==> src/rtl/wdog_if.sv <==
// Register-bus interface for the watchdog: single-cycle strobe, zero-wait-state ack.
interface wdog_if;
  logic        stb;
  logic        we;
  logic        addr;
  logic [31:0] data_in;
  logic [31:0] data_out;
  logic        ack;

  modport master (output stb, output we, output addr, output data_in,
                  input  data_out, input ack);
  modport slave  (input  stb, input  we, input  addr, input  data_in,
                  output data_out, output ack);
endinterface

==> src/rtl/wdog.sv <==
// Software watchdog: armed and kicked over the register bus, emits a one-cycle
// trip pulse when the countdown expires without a kick.
module wdog #(
  parameter int PRESCALE = 50000,
  parameter int CNT_W    = 16
) (
  input  logic   clk,
  input  logic   rst,
  wdog_if.slave  bus,
  output logic   trip
);

  localparam int PS_W = (PRESCALE > 2) ? $clog2(PRESCALE) : 1;

  logic [PS_W-1:0]  prescaler;
  logic [CNT_W-1:0] timeout;
  logic [CNT_W-1:0] counter;
  logic             enable;
  logic             trip_flag;
  logic             tick;
  logic             ctrl_wr;
  logic             kick_wr;
  logic             rd;
  logic             unused_data;

  assign ctrl_wr = bus.stb & bus.we & ~bus.addr;
  assign kick_wr = bus.stb & bus.we &  bus.addr;
  assign rd      = bus.stb & ~bus.we;
  assign tick    = enable && (prescaler == PS_W'(PRESCALE - 1));

  // Only the timeout field and the two control bits of write data are decoded.
  assign unused_data = &{1'b0, bus.data_in};

  assign bus.ack = bus.stb;

  always_comb begin
    bus.data_out = 32'b0;
    if (rd) begin
      if (bus.addr)
        bus.data_out = {16'b0, 16'(counter)};
      else
        bus.data_out = {16'(timeout), 14'b0, trip_flag, enable};
    end
  end

  // Bus writes take priority over a coincident tick, so a kick landing on a
  // tick cycle suppresses both the decrement and any trip.
  always_ff @(posedge clk or negedge rst) begin
    if (!rst) begin
      enable    <= 1'b0;
      trip_flag <= 1'b0;
      timeout   <= '0;
      counter   <= '0;
      prescaler <= '0;
      trip      <= 1'b0;
    end else begin
      trip <= 1'b0;
      if (ctrl_wr) begin
        timeout   <= bus.data_in[16 +: CNT_W];
        counter   <= bus.data_in[16 +: CNT_W];
        enable    <= bus.data_in[0];
        prescaler <= '0;
        if (bus.data_in[1])
          trip_flag <= 1'b0;
      end else if (kick_wr) begin
        counter   <= timeout;
        prescaler <= '0;
      end else if (!enable) begin
        prescaler <= '0;
      end else if (tick) begin
        prescaler <= '0;
        if (counter != '0) begin
          counter <= counter - 1'b1;
        end else begin
          trip      <= 1'b1;
          trip_flag <= 1'b1;
          enable    <= 1'b0;
          counter   <= timeout;
        end
      end else begin
        prescaler <= prescaler + 1'b1;
      end
    end
  end

endmodule

==> src/flat_wrapper.sv <==
// flat-port wrapper written by rule: the top's interface ports become plain ports
module wdog_flat 
#(
  parameter int PRESCALE = 50000,
  parameter int CNT_W    = 16
)
  (clk, rst, trip, bus_stb, bus_we, bus_addr, bus_data_in, bus_data_out, bus_ack);
  wdog_if bus_i ();
  input  logic clk;
  input  logic rst;
  output logic trip;
  input wire logic [$bits(bus_i.stb)-1:0] bus_stb;
  input wire logic [$bits(bus_i.we)-1:0] bus_we;
  input wire logic [$bits(bus_i.addr)-1:0] bus_addr;
  input wire logic [$bits(bus_i.data_in)-1:0] bus_data_in;
  output wire logic [$bits(bus_i.data_out)-1:0] bus_data_out;
  output wire logic [$bits(bus_i.ack)-1:0] bus_ack;
  assign bus_i.stb = bus_stb;
  assign bus_i.we = bus_we;
  assign bus_i.addr = bus_addr;
  assign bus_i.data_in = bus_data_in;
  assign bus_data_out = bus_i.data_out;
  assign bus_ack = bus_i.ack;
  wdog #(.PRESCALE(PRESCALE), .CNT_W(CNT_W)) u_core (.clk(clk), .rst(rst), .bus(bus_i), .trip(trip));
endmodule
==> config.mk <==
export PLATFORM = sky130hd
export DESIGN_NAME = wdog_flat
export DESIGN_NICKNAME = d
export VERILOG_FILES = /design/src/rtl/wdog_if.sv /design/src/rtl/wdog.sv /design/src/flat_wrapper.sv
export SDC_FILE = /design/constraint.sdc
export NUM_CORES = 1
export LEC_CHECK = 0
export CORE_AREA = 2 2 98 62
export CTS_CLUSTER_SIZE = 14
export DETAILED_ROUTE_END_ITERATION = 8
export DIE_AREA = 0 0 100 64
export GPL_ROUTABILITY_DRIVEN = 0
export GPL_TIMING_DRIVEN = 0
export HOLD_SLACK_MARGIN = 0.08
export PLACE_DENSITY = 0.85
export SYNTH_ARGS = -nofsm -noshare
export SYNTH_HDL_FRONTEND = slang
export SYNTH_SLANG_ARGS = --single-unit
==> constraint.sdc <==
create_clock -name clk -period 5.9 [get_ports clk]
set_clock_uncertainty 0.1 [all_clocks]
set_input_delay 0.885 -clock clk [delete_from_list [all_inputs] [get_ports clk]]
set_output_delay 0.885 -clock clk [all_outputs]
set_load 0.02 [all_outputs]
==> flow_metrics.env, run 1 <==
export IMPL_ys_seq_area_frac=0.4385
export IMPL_dpl_cell_area_um2=3572
export IMPL_routed_wirelength_um=7794
export IMPL_dp_cells=452
export IMPL_numCtsBuffers=5
export IMPL_synth_mux_area_fraction=0.01075
export IMPL_synth_edf_count=0
export IMPL_netlist_cell_type_count=51
export IMPL_grt_pass1_wl_um=13110
export IMPL_syn_nets=366
export IMPL_synth_compound_area_frac=0.1316
export IMPL_vias_per_cell=5.741
export IMPL_hold_buffers=0
export IMPL_n_antenna_cell=0
export IMPL_slew_limit_headroom=0.07692
export IMPL_setup_violations=0
export IMPL_holdCritPathClass="reg2reg"
export IMPL_grt_ovfl_total=0
export IMPL_ios=71
export IMPL_max_slew_worst_pin_slew_ns=1.382
export IMPL_synth_area_top_cells="dfrtp_1, nand2_1, and2_1"
export IMPL_worstSetupStartpointType="input pin"
export IMPL_peakVddDrop_mv=0.1446
export IMPL_drv_slew=0
export IMPL_required_ns=4.91
export IMPL_tritoncts="yes"
export IMPL_syn_area_per_cell_um2=8.927
export IMPL_synth_ff_type="dfrtp_1"
export IMPL_synth_xor_area_frac=0.05718
export IMPL_cts_resized=0
export IMPL_grt_pass1_vias=2651
export IMPL_clockBufferDepth=2
export IMPL_cts_sinks=51
export IMPL_critPathMostFrequentCell="clkdlybuf4s50_1"
export IMPL_hold_viol=0
export IMPL_synth_top_family_by_area="simple AND/OR/NAND/NOR gates"
export IMPL_root_buffer="clkbuf_8"
export IMPL_io_buffers=56
export IMPL_critPathMaxStageDelay_ns=1.12
export IMPL_drive_above_1_share=0.05897
export IMPL_rsz0062_at_grt="no"
export IMPL_mappedNetlistArea_um2=2910
export IMPL_postRouteAntennaNets=0
export IMPL_start_util=0.5325
export IMPL_cp_slowest_cell="nor3b_1"
export IMPL_fillers=456
export IMPL_synth_simple_gate_area_share=0.3216
export IMPL_drt_pass1_iterations=4
export IMPL_setup_tns_ns=0
export IMPL_die_h_um=64
export IMPL_p_per_area_nw_per_um2=259.8
export IMPL_synth_seq_cells=51
export IMPL_cts_setup_buffers=0
export IMPL_synth_fa_ha_area_frac=0.01290
export IMPL_rows=21
export IMPL_hpwl_um=5903
export IMPL_cpLargestDelayFamily="buffers and inverters"
export IMPL_wl_per_cell_um=16.98
export IMPL_grt_start_max_net_pins=28
export IMPL_fin_crit_sh=0.8312
export IMPL_final_nets=430
export IMPL_finalInstanceArea_um2=3679
export IMPL_critPathBufInv=3
export IMPL_synth_top_area_frac=0.4385
export IMPL_ys_warnings_count=0
export IMPL_p_leak_nw=1.565
export IMPL_dr_total_vias=2635
export IMPL_stdcell_count=459
export IMPL_async_flop_share=1.000
export IMPL_critPathMaxFanout=10
export IMPL_synth_top_area_cell="dfrtp_1"
export IMPL_clock_fmax_mhz=203.9
export IMPL_die_area_um2=6400
export IMPL_cts_htree_levels=2
export IMPL_clk_pin_slew_ns=0.09
export IMPL_path_cells="clkdlybuf4s50_1, nor3b_1, clkbuf_1, and2_1, clkdlybuf4s50_1"
export IMPL_postSynthCellCount=326
export IMPL_worstPathArrival_ns=3.92
export IMPL_coreArea_um2=5465
export IMPL_critPathKind="in2out"
export IMPL_insertion_delay_ns=0.31
export IMPL_post_route_drc_count=0
export IMPL_drv_cap=0
export IMPL_grt_total_usage=0.2651
export IMPL_syn_to_final_growth_pct=26.40
export IMPL_chipWidth_um=100
export IMPL_status="finished clean"
export IMPL_whs_ns=0.4023
export IMPL_crit_path_end_kind="output pin"
export IMPL_antenna_found_initial=0
export IMPL_drt_iter0_markers=271
export IMPL_fin_crit_ns=4.904
## stage by stage
| stage | power (mW) | utilization | setup slack [ns] |
|---|---|---|---|
| 4_1_cts | 0.9562 | 0.6731 | 1.063 |
| 6_report | 0.9555 | 0.6731 | 0.9957 |
| 3_3_place_gp | 0.7056 | 0.6509 | 1.135 |
| 3_5_place_dp | 0.7174 | 0.6536 | 1.097 |
| 5_1_grt | 1.011 | 0.6731 | 0.8051 |
| 2_1_floorplan | 0.6198 | - | 3.060 |
## sequential cells by signal, summed over array words and instances, names as in the netlist
| register | count |
|---|---|
| u_core.trip_flag | 1 |
| u_core.enable | 1 |
| u_core.timeout | 16 |
| u_core.prescaler | 16 |
| u_core.trip | 1 |
| u_core.counter | 16 |
## where the power goes
part | internal [mW] | total (mW) | switching (mW)
registers | 0.400 | 0.471 | 0.0703
logic | 0.116 | 0.246 | 0.130
clock network | 0.124 | 0.239 | 0.115
total | 0.640 | 0.956 | 0.315
## layout make-up
type	count	area, um^2	share of cell area
multi-input combinational	256	1554	0.4224
tap	69	86.33	0.02347
buffer	13	57.56	0.01565
clock buffer	5	68.82	0.01871
sequential	51	1276	0.3469
timing repair buffer	57	575.6	0.1565
clock inverter	2	37.54	0.01020
inverter	6	22.52	0.006122
## cells in the final DEF, fill, tap and decap left out, drive strengths merged, types with 6 or more instances in the layout
cell	instances
o21ai	6
a31oi	10
inv	6
clkbuf	14
a22o	7
nand3	16
clkdlybuf4s50	55
dfrtp	51
xor2	10
xnor2	9
nor4	8
buf	6
and3	8
nor2	31
nand2	59
nor3	6
and2	32
## metal layers
metal | up-vias | track usage | routed length [um]
met2 | 117 | 0.3944 | 3254
met1 | 1246 | 0.4017 | 3664
met4 | 0 | 0.05137 | 34
met3 | 4 | 0.05689 | 842
li1 | 1268 | - | -
met5 | - | 0 | 0
## cell families after synthesis
family | after synthesis
multiplexers | 3
flip-flops | 51
AND/OR/NAND/NOR | 180
buffers and inverters | 19
XOR/XNOR | 19
AO/OA/AOI/OAI | 51
adder cells (fa/ha/maj) | 3
## synth_stat cells, drive strengths merged (3+ instances only)
cell type   n
clkbuf      9
inv         6
o2bb2ai     4
ha          3
nor2       31
xnor2       9
nand2      59
o21ai       6
buf         4
a31oi      10
nand4       4
nor3        6
and2       32
and3        8
nand3      16
nor4        8
a2bb2oi     3
a22o        7
xor2       10
a21oi       4
dfrtp      51
or4         3
o22a        3
## worst paths after layout
kind | startpoint | to | slack [ns] | cells after the start
min in group asynchronous | rst | u_core.timeout[11] | 0.48 | 1
setup reg to reg | u_core.counter[0] | u_core.counter[7] | 3.45 | 7
hold / removal | u_core.timeout[3] | u_core.timeout[3] | 0.40 | 2
hold reg to reg | u_core.timeout[3] | u_core.timeout[3] | 0.40 | 2
setup / recovery | bus_stb | bus_data_out[17] | 1.0 | 5
max in group asynchronous | rst | u_core.counter[15] | 4.67 | 2
## worst register-to-register path, cell delays in order (launching register included)
cell and delay (ns):
dfrtp_1 0.48, inv_1 0.10, ha_1 0.20, nor3b_1 0.15, and4_1 0.24, nor2_1 0.65, a31oi_1 0.18, o22a_1 0.25
Power figures use the tool's default switching activity.
==> inputs of run 2 (changes only) <==
--- a/config.mk
+++ b/config.mk
@@ -5,14 +5,14 @@
 export SDC_FILE = /design/constraint.sdc
 export NUM_CORES = 1
 export LEC_CHECK = 0
-export CORE_AREA = 2 2 98 62
+export CORE_AREA = 2 2 102 65
 export CTS_CLUSTER_SIZE = 14
 export DETAILED_ROUTE_END_ITERATION = 8
-export DIE_AREA = 0 0 100 64
+export DIE_AREA = 0 0 104 67
 export GPL_ROUTABILITY_DRIVEN = 0
 export GPL_TIMING_DRIVEN = 0
 export HOLD_SLACK_MARGIN = 0.08
-export PLACE_DENSITY = 0.85
+export PLACE_DENSITY = 0.79
 export SYNTH_ARGS = -nofsm -noshare
 export SYNTH_HDL_FRONTEND = slang
 export SYNTH_SLANG_ARGS = --single-unit
==> constraint.sdc (replaced) <==
create_clock -name clk -period 5.1 [get_ports clk]
set_clock_uncertainty 0.1 [all_clocks]
set_input_delay 0.765 -clock clk [delete_from_list [all_inputs] [get_ports clk]]
set_output_delay 0.765 -clock clk [all_outputs]
set_load 0.02 [all_outputs]
==> flow_metrics.env, run 2 (synthesis results as in run 1) <==
export IMPL_status="finished clean"
export IMPL_tritoncts="yes"
export IMPL_grt_ovfl_total=0
export IMPL_critPathLaunch="bus_stb"
export IMPL_io_buffers=56
export IMPL_fin_util=0.6208
export IMPL_coreArea_um2=5946
export IMPL_worstPathArrival_ns=3.72
export IMPL_worstSetupStartpointType="input pin"
export IMPL_post_place_ws_ns=0.5107
export IMPL_insertion_delay_ns=0.32
export IMPL_setup_tns_ns=0
export IMPL_hold_viol=0
export IMPL_cts_setup_buffers=0
export IMPL_drive_above_1_share=0.05882
export IMPL_fin_crit_ns=4.584
export IMPL_final_nets=430
export IMPL_ios=71
export IMPL_die_h_um=67
export IMPL_whs_ns=0.3147
export IMPL_drt_iter0_markers=201
export IMPL_dr_total_vias=2732
export IMPL_crit_reg2reg_launch="u_core.counter[0]"
export IMPL_rsz0062_at_grt="no"
export IMPL_clock_fmax_mhz=218.1
export IMPL_rrSetupSlack_ns=2.65
export IMPL_crit_path_end_kind="output pin"
export IMPL_setup_violations=0
export IMPL_n_antenna_cell=0
export IMPL_p_leak_nw=1.566
export IMPL_syn_to_final_growth_pct=26.83
export IMPL_grt_total_usage=0.2455
export IMPL_largestRegisters="u_core.counter: 16 flops, u_core.prescaler: 16 flops, u_core.timeout: 16 flops"
export IMPL_fin_ws_ns=0.5158
export IMPL_final_cell_mix="nand2_1, clkdlybuf4s50_1, dfrtp_1"
export IMPL_fin_crit_sh=0.8989
export IMPL_root_buffer="clkbuf_8"
export IMPL_vias_per_cell=5.752
export IMPL_clk_pin_slew_ns=0.10
export IMPL_chipWidth_um=104
export IMPL_cts_resized=0
export IMPL_required_ns=4.24
export IMPL_post_route_drc_count=0
export IMPL_cts_htree_levels=2
export IMPL_drv_slew=0
export IMPL_hpwl_um=6018
export IMPL_final_common_cell="nand2_1"
export IMPL_numCtsBuffers=5
export IMPL_critPathCapture="bus_data_out[24]"
export IMPL_p_per_area_nw_per_um2=296.0
export IMPL_r2r_end="u_core.counter[15]"
export IMPL_grt_pass1_vias=2487
export IMPL_wl_per_cell_um=16.95
export IMPL_max_slew_worst_pin_slew_ns=1.261
export IMPL_drv_cap=0
export IMPL_r2r_cells=7
export IMPL_hold_buffers=0
export IMPL_antenna_found_initial=0
export IMPL_drt_pass1_iterations=5
export IMPL_slew_limit_headroom=0.1577
export IMPL_cts_sinks=51
export IMPL_start_util=0.4895
export IMPL_grt_pass1_wl_um=12980
export IMPL_critPathKind="in2out"
export IMPL_die_area_um2=6968
export IMPL_holdCritPathClass="in2async"
export IMPL_rows=22
export IMPL_grt_start_max_net_pins=31
export IMPL_routed_wirelength_um=8050
export IMPL_clockBufferDepth=2
export IMPL_postRouteAntennaNets=0
export IMPL_critPathMaxFanout=10
export IMPL_peakVddDrop_mv=0.1633
-- run 2: cell types whose count changed in the layout (fill, tap and decap cells not counted) --
| cell | previous run | this run |
|---|---|---|
| clkbuf_8 | 5 | 7 |
| bufinv_16 | 1 | 0 |
| clkbuf_1 | 9 | 10 |
| clkinvlp_4 | 1 | 0 |
-- run 2: report_power, final --
part / internal [mW] / switching, mW / total, mW / leakage [nW]
logic: 0.134 / 0.150 / 0.284 / 0.863
registers: 0.463 / 0.0838 / 0.547 / 0.651
clock network: 0.124 / 0.137 / 0.261 / 0.0515
total: 0.721 / 0.371 / 1.09 / 1.57
-- run 2: area by class of cell --
type / instances / area (um^2)
buffer: 13 / 57.56
clock buffer: 8 / 100.1
fill: 547 / 2255
inverter: 6 / 22.52
multi-input combinational: 256 / 1554
sequential: 51 / 1276
tap: 84 / 105.1
timing repair buffer: 57 / 575.6
-- run 2: worst min path at each step --
stage,endpoint,startpoint,cells after the start,slack (ns)
final,u_core.timeout[13],rst,1,0.31
after global routing,u_core.timeout[13],rst,1,0.35
after CTS,u_core.timeout[13],rst,1,0.34
after detailed placement,u_core.timeout[11],u_core.timeout[11],2,0.38
after global placement,u_core.timeout[0],u_core.timeout[0],2,0.37
after floorplan,u_core.timeout[0],u_core.timeout[0],2,0.35
-- run 2: per-layer routing --
metal  routed length (um)  up-vias  track usage
li1                     -     1274            -
met1                 3875     1301       0.3562
met2                 3324      144       0.3610
met3                  701       13      0.05088
met4                  149        0      0.09122
met5                    0        -            0
-- run 2: stage by stage --
| stage | area (um^2) | power, mW | std cells |
|---|---|---|---|
| 6_report | 3691 | 1.093 | 475 |
| 3_5_place_dp | 3591 | 0.8313 | 467 |
| 3_3_place_gp | 3576 | 0.8183 | 466 |
| 5_1_grt | 3691 | 1.151 | 475 |
| 4_1_cts | 3691 | 1.090 | 475 |
| 2_1_floorplan | 2910 | 0.7170 | 326 |
-- run 2: critical path, stage by stage --
cell	delay, ns
clkdlybuf4s50_1	0.57
nor3b_1	1.03
clkbuf_1	0.52
and2_1	0.23
clkdlybuf4s50_1	0.60
